## config.mk

```make
export PLATFORM = sky130hd
export DESIGN_NAME = regfile_sb_flat
export DESIGN_NICKNAME = d
export VERILOG_FILES = /design/src/rtl/regfile_sb_if.sv /design/src/rtl/regfile_sb.sv /design/src/flat_wrapper.sv
export SDC_FILE = /design/constraint.sdc
export NUM_CORES = 2
export LEC_CHECK = 0
export BUFFER_PORTS_ARGS = -buffer_cell sky130_fd_sc_hd__buf_2
export CORE_UTILIZATION = 35
export DETAILED_ROUTE_END_ITERATION = 6
export GPL_ROUTABILITY_DRIVEN = 0
export GPL_TIMING_DRIVEN = 0
export PLACE_DENSITY = 0.6
export SKIP_CTS_REPAIR_TIMING = 1
export SLEW_MARGIN = 10
export SYNTH_ARGS = -nofsm -noshare
export SYNTH_HDL_FRONTEND = slang
export SYNTH_SLANG_ARGS = --single-unit
```

## constraint.sdc

```tcl
create_clock -name clk -period 4.6 [get_ports clk]
set_clock_uncertainty 0.1 [all_clocks]
set_input_delay 0.92 -clock clk [delete_from_list [all_inputs] [get_ports clk]]
set_output_delay 0.92 -clock clk [all_outputs]
set_load 0.01 [all_outputs]
```

## src/rtl/regfile_sb_if.sv

```systemverilog
// ----------------------------------------------------------------------------
// regfile_sb_if : decode-stage register file / scoreboard bus
// Rev 1.0
// ----------------------------------------------------------------------------
`default_nettype none

interface regfile_sb_if #(
  parameter int XLEN = 32,
  parameter int AW   = 5
);
  logic [AW-1:0]   rs1;
  logic [AW-1:0]   rs2;
  logic [XLEN-1:0] i1;
  logic [XLEN-1:0] rdata2;
  logic            RegWrite;
  logic [AW-1:0]   rd;
  logic [XLEN-1:0] rwdata;
  logic            issue_en;
  logic [AW-1:0]   issue_rd;
  logic            rs1_busy;
  logic            rs2_busy;
  logic            stall;
  logic [AW:0]     pend_cnt;

  modport master (
    output rs1, rs2, RegWrite, rd, rwdata, issue_en, issue_rd,
    input  i1, rdata2, rs1_busy, rs2_busy, stall, pend_cnt
  );

  modport slave (
    input  rs1, rs2, RegWrite, rd, rwdata, issue_en, issue_rd,
    output i1, rdata2, rs1_busy, rs2_busy, stall, pend_cnt
  );
endinterface

`default_nettype wire

```

## src/rtl/regfile_sb.sv

```systemverilog
// ----------------------------------------------------------------------------
// regfile_sb : 2R/1W register file with write bypass and pending scoreboard
// Rev 1.0
// ----------------------------------------------------------------------------
`default_nettype none

module regfile_sb #(
  parameter int XLEN   = 32,
  parameter int AW     = 5,
  parameter int BYPASS = 1
) (
  input  wire logic     clk,
  input  wire logic     rst_n,
  regfile_sb_if.slave   bus
);
  localparam int NREGS = 2**AW;
  localparam bit c_byp = (BYPASS != 0);

  logic [XLEN-1:0] r_regs [NREGS];
  logic [NREGS-1:0] r_pend;
  logic [AW:0]      r_pend_cnt;

  logic w_wr, w_fwd1, w_fwd2, w_fwd_iss;
  logic w_busy1, w_busy2, w_waw, w_stall;
  logic w_set, w_same, w_inc, w_dec;

  // Writes are masked while reset is held so nothing leaks through the bypass.
  assign w_wr      = rst_n && bus.RegWrite && (bus.rd != '0);
  assign w_fwd1    = c_byp && w_wr && (bus.rd == bus.rs1);
  assign w_fwd2    = c_byp && w_wr && (bus.rd == bus.rs2);
  assign w_fwd_iss = c_byp && w_wr && (bus.rd == bus.issue_rd);

  assign bus.i1     = (bus.rs1 == '0) ? '0 : (w_fwd1 ? bus.rwdata : r_regs[bus.rs1]);
  assign bus.rdata2 = (bus.rs2 == '0) ? '0 : (w_fwd2 ? bus.rwdata : r_regs[bus.rs2]);

  assign w_busy1 = (bus.rs1 != '0) && r_pend[bus.rs1] && !w_fwd1;
  assign w_busy2 = (bus.rs2 != '0) && r_pend[bus.rs2] && !w_fwd2;
  assign w_waw   = bus.issue_en && (bus.issue_rd != '0) && r_pend[bus.issue_rd] && !w_fwd_iss;
  assign w_stall = w_busy1 || w_busy2 || w_waw;

  assign bus.rs1_busy = w_busy1;
  assign bus.rs2_busy = w_busy2;
  assign bus.stall    = w_stall;
  assign bus.pend_cnt = r_pend_cnt;

  assign w_set  = bus.issue_en && (bus.issue_rd != '0) && !w_stall;
  assign w_same = w_set && w_wr && (bus.rd == bus.issue_rd);
  // A set+clear on one register leaves it pending, so the clear must not count.
  assign w_inc  = w_set && !r_pend[bus.issue_rd];
  assign w_dec  = w_wr && r_pend[bus.rd] && !w_same;

  always_ff @(posedge clk or negedge rst_n) begin
    if (!rst_n) begin
      for (int i = 0; i < NREGS; i++) r_regs[i] <= '0;
    end else if (w_wr) begin
      r_regs[bus.rd] <= bus.rwdata;
    end
  end

  always_ff @(posedge clk or negedge rst_n) begin
    if (!rst_n) begin
      r_pend <= '0;
    end else begin
      if (w_wr)  r_pend[bus.rd]       <= 1'b0;
      if (w_set) r_pend[bus.issue_rd] <= 1'b1;
    end
  end

  always_ff @(posedge clk or negedge rst_n) begin
    if (!rst_n) begin
      r_pend_cnt <= '0;
    end else begin
      case ({w_inc, w_dec})
        2'b10:   r_pend_cnt <= r_pend_cnt + {{AW{1'b0}}, 1'b1};
        2'b01:   r_pend_cnt <= r_pend_cnt - {{AW{1'b0}}, 1'b1};
        default: r_pend_cnt <= r_pend_cnt;
      endcase
    end
  end
endmodule

`default_nettype wire
```

## src/flat_wrapper.sv

```systemverilog
// flat-port wrapper written by rule: the top's interface ports become plain ports
module regfile_sb_flat 
#(
  parameter int XLEN   = 32,
  parameter int AW     = 5,
  parameter int BYPASS = 1
)
  (clk, rst_n, bus_rs1, bus_rs2, bus_RegWrite, bus_rd, bus_rwdata, bus_issue_en, bus_issue_rd, bus_i1, bus_rdata2, bus_rs1_busy, bus_rs2_busy, bus_stall, bus_pend_cnt);
  regfile_sb_if #(.XLEN(XLEN), .AW(AW)) bus_i ();
  input  wire logic clk;
  input  wire logic rst_n;
  input wire logic [$bits(bus_i.rs1)-1:0] bus_rs1;
  input wire logic [$bits(bus_i.rs2)-1:0] bus_rs2;
  input wire logic [$bits(bus_i.RegWrite)-1:0] bus_RegWrite;
  input wire logic [$bits(bus_i.rd)-1:0] bus_rd;
  input wire logic [$bits(bus_i.rwdata)-1:0] bus_rwdata;
  input wire logic [$bits(bus_i.issue_en)-1:0] bus_issue_en;
  input wire logic [$bits(bus_i.issue_rd)-1:0] bus_issue_rd;
  output wire logic [$bits(bus_i.i1)-1:0] bus_i1;
  output wire logic [$bits(bus_i.rdata2)-1:0] bus_rdata2;
  output wire logic [$bits(bus_i.rs1_busy)-1:0] bus_rs1_busy;
  output wire logic [$bits(bus_i.rs2_busy)-1:0] bus_rs2_busy;
  output wire logic [$bits(bus_i.stall)-1:0] bus_stall;
  output wire logic [$bits(bus_i.pend_cnt)-1:0] bus_pend_cnt;
  assign bus_i.rs1 = bus_rs1;
  assign bus_i.rs2 = bus_rs2;
  assign bus_i.RegWrite = bus_RegWrite;
  assign bus_i.rd = bus_rd;
  assign bus_i.rwdata = bus_rwdata;
  assign bus_i.issue_en = bus_issue_en;
  assign bus_i.issue_rd = bus_issue_rd;
  assign bus_i1 = bus_i.i1;
  assign bus_rdata2 = bus_i.rdata2;
  assign bus_rs1_busy = bus_i.rs1_busy;
  assign bus_rs2_busy = bus_i.rs2_busy;
  assign bus_stall = bus_i.stall;
  assign bus_pend_cnt = bus_i.pend_cnt;
  regfile_sb #(.XLEN(XLEN), .AW(AW), .BYPASS(BYPASS)) u_core (.clk(clk), .rst_n(rst_n), .bus(bus_i));
endmodule
```

=== Word-level counts from Yosys, hierarchy flattened ===
Cells that the tools add are included.

* Register bits after elaboration: 1062
* Input port bits: 56
* Output and inout bits: 73
* Logic and storage cells: 121

* Add/subtract/negate cells: 2
* Magnitude comparators: 10
* Equal/unequal tests: 5
* Muxes and demuxes: 28
* Bitwise gates (word level): 6
* Reductions and logical operators: 36

{| class="wikitable"
|+ Operators by type and width
! cell !! count
|-
| $bwmux W1024 || 1
|-
| $mux W32 || 11
|-
| $bmux W32 S5 || 2
|-
| $demux W32 S5 || 1
|-
| $and A32 B32 Y32 || 1
|-
| $not A32 Y32 || 1
|-
| $or A32 B32 Y32 || 1
|-
| $lt A5 B6 Y1 const B || 4
|-
| $logic_and A1 B1 Y1 || 21
|-
| $bmux W1 S5 || 4
|-
| $reduce_bool A5 Y1 || 4
|-
| $ge A6 B6 Y1 const B || 3
|-
| $not A5 Y6 || 3
|-
| $eq A5 B5 Y1 || 3
|-
| $pmux W6 S2 || 1
|-
| $demux W1 S5 || 2
|-
| $ge A5 B1 Y1 const B || 2
|-
| $logic_not A5 Y1 || 2
|-
| $add A6 B1 Y6 const B || 1
|-
| $logic_not A1 Y1 || 6
|-
| $lt A6 B1 Y1 const B || 1
|-
| $mux W1 || 6
|-
| $sub A6 B1 Y6 const B || 1
|-
| $eq A2 B1 Y1 const B || 1
|-
| other kinds (3) || 4
|}

=== Depth between registers and ports, before layout ===
* Word-level depth: 15
* Depth in mapped cells: 16
* Depth with buffers taken out: 14

=== Worst setup path after synthesis ===
OpenSTA, ideal clock, no wires.

* Kind: input to register
* Start point: input bus_rs1[0]
* End point: register u_core.r_pend_cnt[5], in the netlist u_core.bus.pend_cnt[5]
* Setup time: 0.080 ns
* Data arrival time: 3.988 ns
* Data required time: 4.420 ns
* Slack: 0.432 ns
* Stages: 16
* Buffers on the path: 2
* Cells stage by stage: buf_4 -> buf_6 -> xor2_1 -> nor2_1 -> a31o_2 -> or4_1 -> and2_1 -> a31oi_1 -> ha_1 -> ha_1 -> a21o_1 -> a21oi_1 -> o21bai_1 -> a21oi_1 -> mux2i_1 -> xnor2_1

* Cells in the longest elaborated chain, start to end: 14
* Elaborated cells between the ends (all ways): 21
* Those cells by class: eq/ne: 3; mux: 3; reduce/logical: 15

{| class="wikitable"
|+ Ends and longest elaborated chain
! element !! line !! source
|-
| from (decl) || flat_wrapper.sv:12 || <nowiki>input wire logic [$bits(bus_i.rs1)-1:0] bus_rs1;</nowiki>
|-
| $bmux W1 S5 / $eq A5 B5 Y1 (equally long branches) || regfile_sb.sv:36, regfile_sb.sv:29 ||
|-
| $mux W1 (not written as such) / $logic_and A1 B1 Y1 (equally long branches) || regfile_sb.sv:36, regfile_sb.sv:29 ||
|-
| $logic_and A1 B1 Y1 / $logic_not A1 Y1 (equally long branches) || regfile_sb.sv:36 || <nowiki>assign w_busy1 = (bus.rs1 != '0) && r_pend[bus.rs1] && !w_fwd1;</nowiki>
|-
| $logic_and A1 B1 Y1 (*) || regfile_sb.sv:36 ||
|-
| $logic_or A1 B1 Y1 (*) (2 in series) || regfile_sb.sv:39 || <nowiki>assign w_stall = w_busy1 || w_busy2 || w_waw;</nowiki>
|-
| $logic_not A1 Y1 (*) || regfile_sb.sv:46 || <nowiki>assign w_set = bus.issue_en && (bus.issue_rd != '0) && !w_stall;</nowiki>
|-
| $logic_and A1 B1 Y1 (*) || regfile_sb.sv:46 ||
|-
| $logic_and A1 B1 Y1 (2 in series) || regfile_sb.sv:47 || <nowiki>assign w_same = w_set && w_wr && (bus.rd == bus.issue_rd);</nowiki>
|-
| $logic_not A1 Y1 || regfile_sb.sv:50 || <nowiki>assign w_dec = w_wr && r_pend[bus.rd] && !w_same;</nowiki>
|-
| $logic_and A1 B1 Y1 || regfile_sb.sv:50 ||
|-
| $eq A2 B1 Y1 / $eq A2 B2 Y1 (equally long branches) || regfile_sb.sv:73 || <nowiki>case ({w_inc, w_dec})</nowiki>
|-
| $pmux W6 S2 / $reduce_bool A2 Y1 (equally long branches) || n/a ||
|-
| to (signal assigned) || regfile_sb.sv:74 || <nowiki>2'b10: r_pend_cnt <= r_pend_cnt + {{AW{1'b0}}, 1'b1};</nowiki>
|-
| to (signal assigned) || regfile_sb.sv:75 || <nowiki>2'b01: r_pend_cnt <= r_pend_cnt - {{AW{1'b0}}, 1'b1};</nowiki>
|-
| to (signal assigned) || regfile_sb.sv:76 || <nowiki>default: r_pend_cnt <= r_pend_cnt;</nowiki>
|-
| to (decl) || regfile_sb.sv:21 || <nowiki>logic [AW:0] r_pend_cnt;</nowiki>
|}

Every way passes the cells marked *; elsewhere a longest branch is shown, timed or not. The select of a mux whose other input is x is not followed.
A chain may end at the register's enable or synchronous reset.

=== Final worst setup path ===
* Start point: input bus_rs2[4]
* End point: output bus_rdata2[0]

* Cells in the longest elaborated chain, start to end: 6
* Elaborated cells between the ends (all ways): 9
* Those cells by class: eq/ne: 1; mux: 5; bitwise: 1; reduce/logical: 2

{| class="wikitable"
|+ Ends and longest elaborated chain
! element !! line !! source
|-
| from (decl) || flat_wrapper.sv:13 || <nowiki>input wire logic [$bits(bus_i.rs2)-1:0] bus_rs2;</nowiki>
|-
| $not A5 Y6 (not written as such) || regfile_sb.sv:34 || <nowiki>assign bus.rdata2 = (bus.rs2 == '0) ? '0 : (w_fwd2 ? bus.rwdata : r_regs[bus.rs2]);</nowiki>
|-
| $bmux W32 S5 || regfile_sb.sv:34 ||
|-
| $mux W32 (not written as such) (2 in series) || regfile_sb.sv:34 ||
|-
| $mux W32 || regfile_sb.sv:34 ||
|-
| $mux W32 (*) || regfile_sb.sv:34 ||
|-
| to (decl) || flat_wrapper.sv:20 || <nowiki>output wire logic [$bits(bus_i.rdata2)-1:0] bus_rdata2;</nowiki>
|}

Marks and branches as above.

==> summary by stage <==
Outcome
The flow ran to the end, but the final reports show violations. The final reports fail on DRC, hold timing, setup timing.

Drt
The sum of routed wire length over all layers is between 200000 and 300000 µm. The residual DRC count is 52. The per-cell via count in the routed design is around 6.5. The detailed-route wire length per cell is ~40 µm. The detailed router placed around 42000 vias in this run. In this run, the number of DRC markers left after iteration 0 of detailed routing was 5940. The number of routed nets with antenna violations is 0. The iteration count of the initial detailed-routing pass is 7.

Pwr
The power density of the placed cells is slightly below 400 nW/µm². The switching share of power is 0.292. The internal portion of the total power is around 19 mW.

Across the VDD grid, the largest voltage drop is 0.000342 V. The net switching power is between 7 and 8 mW. The relative contribution of sequential cells to total power is 0.432. The part of the total power dissipated in the clock network is 0.369. Of the total power, combinational logic draws 0.199. The total leakage power is between 20 and 30 nW.

The design draws 26.8 mW.

Final layout
After the last flow step, the layout net total stands at between 4000 and 5000. Of the cells placed in the final design, the portion with a size suffix greater than 1 is 0.536. The finished cells cover roughly 67000 µm². The layout-stage area growth over the synthesis result is 15.8%. At the end of the flow the core is filled with cells to 0.408.

Logic synthesis
The cell area after technology mapping is about 58000 µm². For this run, the leading register cell type out of synthesis is sky130_fd_sc_hd__dfrtp_1. The biggest area contributor in the post-synthesis netlist is sky130_fd_sc_hd__dfrtp_1. Yosys attributes the largest share of cell area to sky130_fd_sc_hd__dfrtp_1 (46%), sky130_fd_sc_hd__mux4_2 (22%), sky130_fd_sc_hd__mux2_2 (21%).

After synthesis the netlist holds a flip-flop and latch count of ~1100. Counting every net in the synthesized netlist gives around 4000. In the synthesized netlist the async set-or-reset flop fraction comes to 1.00. The count of distinct cell types in the synthesized netlist is 57. Averaged over all synthesized cells, the footprint is between 10 and 15 µm². The synthesized design contains 0 enable-type register cells. During synthesis, Yosys emitted a total of 0 warnings. The cell count after synthesis came out at 3893. The share of the synthesized area in the top cell type is 0.457. The fraction of the yosys area taken by sequential cells is 0.457.

GRT
The wire length of the first global-routing pass is approximately 340000 µm. Across every metal layer, demand over resource in global routing totals 0.296. Entering global routing, the biggest net connects 141 pins. The initial antenna violation count was 21. The via count of the first global-routing pass is 40863. The total grt overflow is 0.

Timing
Setup repair after global routing could not meet its margin everywhere. The slew at the pin closest to its max-slew limit is 1.40 ns. The number of pins with negative max-slew slack in the final report is 0. The normalized max-slew margin is 0.0669. The ratio of final minimum period to clock period is 1.03.

The least setup slack across all paths after layout is -0.127 ns. The final hold slack is -0.0251 ns. The timing-limited maximum frequency is between 200 and 250 MHz. Setup violations remaining at the end of the flow were counted as 19. The total count of hold-check failures in the final report came to 7. For the finished layout, the period the worst path requires is ~4.7 ns.

Placed design
The placed instances occupy a cell area of 61800 µm². The worst-case setup slack after placement is -2.71 ns. Detailed placement ended at an HPWL of between 150000 and 200000 µm. Buffers placed on the I/O ports in this run total 120.

CTS
The TritonCTS clock tree is yes. The clock root buffer is sky130_fd_sc_hd__clkbuf_16. The clock sink total is roughly 1100.

The maximum number of buffers from clock root to sink is 3. At the later pin of the worst-skew pair, clock insertion delay measures 0.80 ns. The H-tree generated during clock tree synthesis spans 3 levels. The clock transition time at the flip-flop clock pins of the worst setup and hold paths is 0.07 ns. The TritonCTS buffer count is 120.

Critical path
The maximum fanout along the worst path is 10. In this design, the stage delay of the slowest critical-path cell is between 0.6 and 0.7 ns. The required time of the worst setup path is approximately 3.6 ns.

The critical path goes through clkbuf_1 > clkbuf_4 > buf_2 > o221ai_1 > a221oi_2 > o21ai_4 > buf_2. The startpoint type of the worst setup path is a primary input. The buffering stage count on the worst path with inverters included is 4. The critical path is of the in2out type. The cell type group with the largest total delay on the critical path is buffers and inverters. The slowest stage of the critical path is the sky130_fd_sc_hd__clkbuf_1 cell. The kind of end point of the critical path is an output port. The most numerous cell type found on the critical path is sky130_fd_sc_hd__buf_2. At the worst endpoint, the arrival time is around 3.7 ns.

Floorplan
Row generation in the floorplan step produced around 150 rows. The width of the chip is 409 µm. After floorplanning, the core was sized to cover about 160000 µm². The overall die area is 168000 µm².

The overall die height is approximately 410 µm. The initial standard-cell utilization of the core is 0.352. Pin placement for this block handled around 130 I/O pins.

Min path
The tightest min-delay check is of the in2async type.

Run
The total of max-cap violations is 0.
[Yosys cell counts (3+ instances only)]
cell	instances
sky130_fd_sc_hd__a31oi_1	9
sky130_fd_sc_hd__clkbuf_1	226
sky130_fd_sc_hd__a22oi_1	8
sky130_fd_sc_hd__nor3_1	19
sky130_fd_sc_hd__o22ai_1	49
sky130_fd_sc_hd__xnor2_1	7
sky130_fd_sc_hd__mux2i_1	99
sky130_fd_sc_hd__buf_6	31
sky130_fd_sc_hd__xor2_1	13
sky130_fd_sc_hd__nand2b_1	14
sky130_fd_sc_hd__and3b_1	3
sky130_fd_sc_hd__dfrtp_1	1062
sky130_fd_sc_hd__buf_1	47
sky130_fd_sc_hd__or2_2	3
sky130_fd_sc_hd__a221oi_1	17
sky130_fd_sc_hd__o221ai_1	15
sky130_fd_sc_hd__ha_1	5
sky130_fd_sc_hd__o21ai_0	41
sky130_fd_sc_hd__inv_1	20
sky130_fd_sc_hd__mux2_2	1062
sky130_fd_sc_hd__mux4_2	559
sky130_fd_sc_hd__nor2b_1	27
sky130_fd_sc_hd__nand2_1	167
sky130_fd_sc_hd__nand3_1	9
sky130_fd_sc_hd__a211oi_1	4
sky130_fd_sc_hd__nand3b_1	5
sky130_fd_sc_hd__o32ai_1	11
sky130_fd_sc_hd__and3_1	4
sky130_fd_sc_hd__buf_2	102
sky130_fd_sc_hd__and2_1	15
sky130_fd_sc_hd__a21oi_1	28
sky130_fd_sc_hd__o211ai_1	12
sky130_fd_sc_hd__a32oi_1	3
sky130_fd_sc_hd__nor2_1	67
sky130_fd_sc_hd__o31ai_1	45
sky130_fd_sc_hd__buf_4	33
sky130_fd_sc_hd__a32o_1	16
sky130_fd_sc_hd__nand4_1	11
[sequential cells by signal, indices dropped and copies added (netlist names)]
signal / cells
u_core.r_pend: 32
u_core.bus.pend_cnt: 6
u_core.r_regs: 1024
[area by class of cell]
| type | count | area (µm²) |
|---|---|---|
| Antenna cell | 15 | 37.5 |
| Buffer | 436 | 3080 |
| Clock buffer | 176 | 3520 |
| Clock inverter | 43 | 414 |
| Fill cell | 15197 | 97700 |
| Inverter | 22 | 90.1 |
| Multi-Input combinational cell | 2370 | 29700 |
| Sequential cell | 1062 | 26600 |
| Tap cell | 2189 | 2740 |
| Timing Repair Buffer | 152 | 1200 |
[layout by cell type, fill, tap and decap left out, types with 49 or more instances in the layout]
cell type	synthesis	routed
sky130_fd_sc_hd__buf_2	102	192
sky130_fd_sc_hd__nor2_1	67	64
sky130_fd_sc_hd__dfrtp_1	1062	1062
sky130_fd_sc_hd__mux2_2	1062	1062
sky130_fd_sc_hd__mux2i_1	99	98
sky130_fd_sc_hd__clkbuf_16	0	125
sky130_fd_sc_hd__buf_6	31	51
sky130_fd_sc_hd__clkbuf_1	226	184
sky130_fd_sc_hd__nand2_1	167	165
sky130_fd_sc_hd__mux4_2	559	559
sky130_fd_sc_hd__o22ai_1	49	49
[worst paths after layout]
check	end	cells after the start	slack (ns)	from
worst min-delay path	u_core.r_regs[482]$_DFFE_PN0P_	2	-0.03	rst_n
worst max register to register	u_core.bus.pend_cnt[5]$_DFFE_PN0P_	14	0.68	u_core.r_pend[5]$_DFF_PN0_
worst min register to register	u_core.bus.pend_cnt[5]$_DFFE_PN0P_	1	0.37	u_core.bus.pend_cnt[5]$_DFFE_PN0P_
worst max-delay path	bus_rdata2[0]	7	-0.13	bus_rs2[4]
max in group asynchronous	u_core.r_regs[505]$_DFFE_PN0P_	5	2.05	rst_n
min in group clk	u_core.r_regs[772]$_DFFE_PN0P_	2	0.34	bus_rwdata[4]
[power by group through the flow]
stage / Sequential, mW / Combinational [mW] / Clock, mW
after detailed placement: 11.7 / 5.03 / 0
after CTS: 11.5 / 5.05 / 9.88
final: 11.6 / 5.31 / 9.87
after global placement: 11.6 / 4.93 / 0
after global routing: 11.7 / 5.54 / 10.2
after floorplan: 11.3 / 3.45 / 0
[cell families (layout without fill, tap and decap cells)]
family / after synthesis / after routing / share of synthesized area
muxes: 1720 / 1720 / 0.439
and+or+nand+nor: 355 / 355 / 0.0281
adders and majority gates: 6 / 6 / 0.00142
other: 0 / 15 / 0
xor gates and xnor gates: 20 / 20 / 0.00301
buffers and inverters: 461 / 829 / 0.0381
AOI/OAI and AO/OA: 269 / 269 / 0.0327
DFF: 1062 / 1062 / 0.457
[metrics by stage]
stage,std cells,setup TNS [ns]
3_3_place_gp,6202,-
2_1_floorplan,3893,0
5_1_grt,6454,-0.0550
3_5_place_dp,6215,-552.91
4_1_cts,6434,-149.96
6_report,6465,-0.820
[routing by layer]
layer	share of wire	up-vias	global-route usage
met1	0.37	22448	0.382
met3	0.13	743	0.118
met4	0.066	12	0.178
met5	0.0015	-	0
li1	-	15577	-
met2	0.42	3113	0.417
Power figures use the tool's default switching activity.
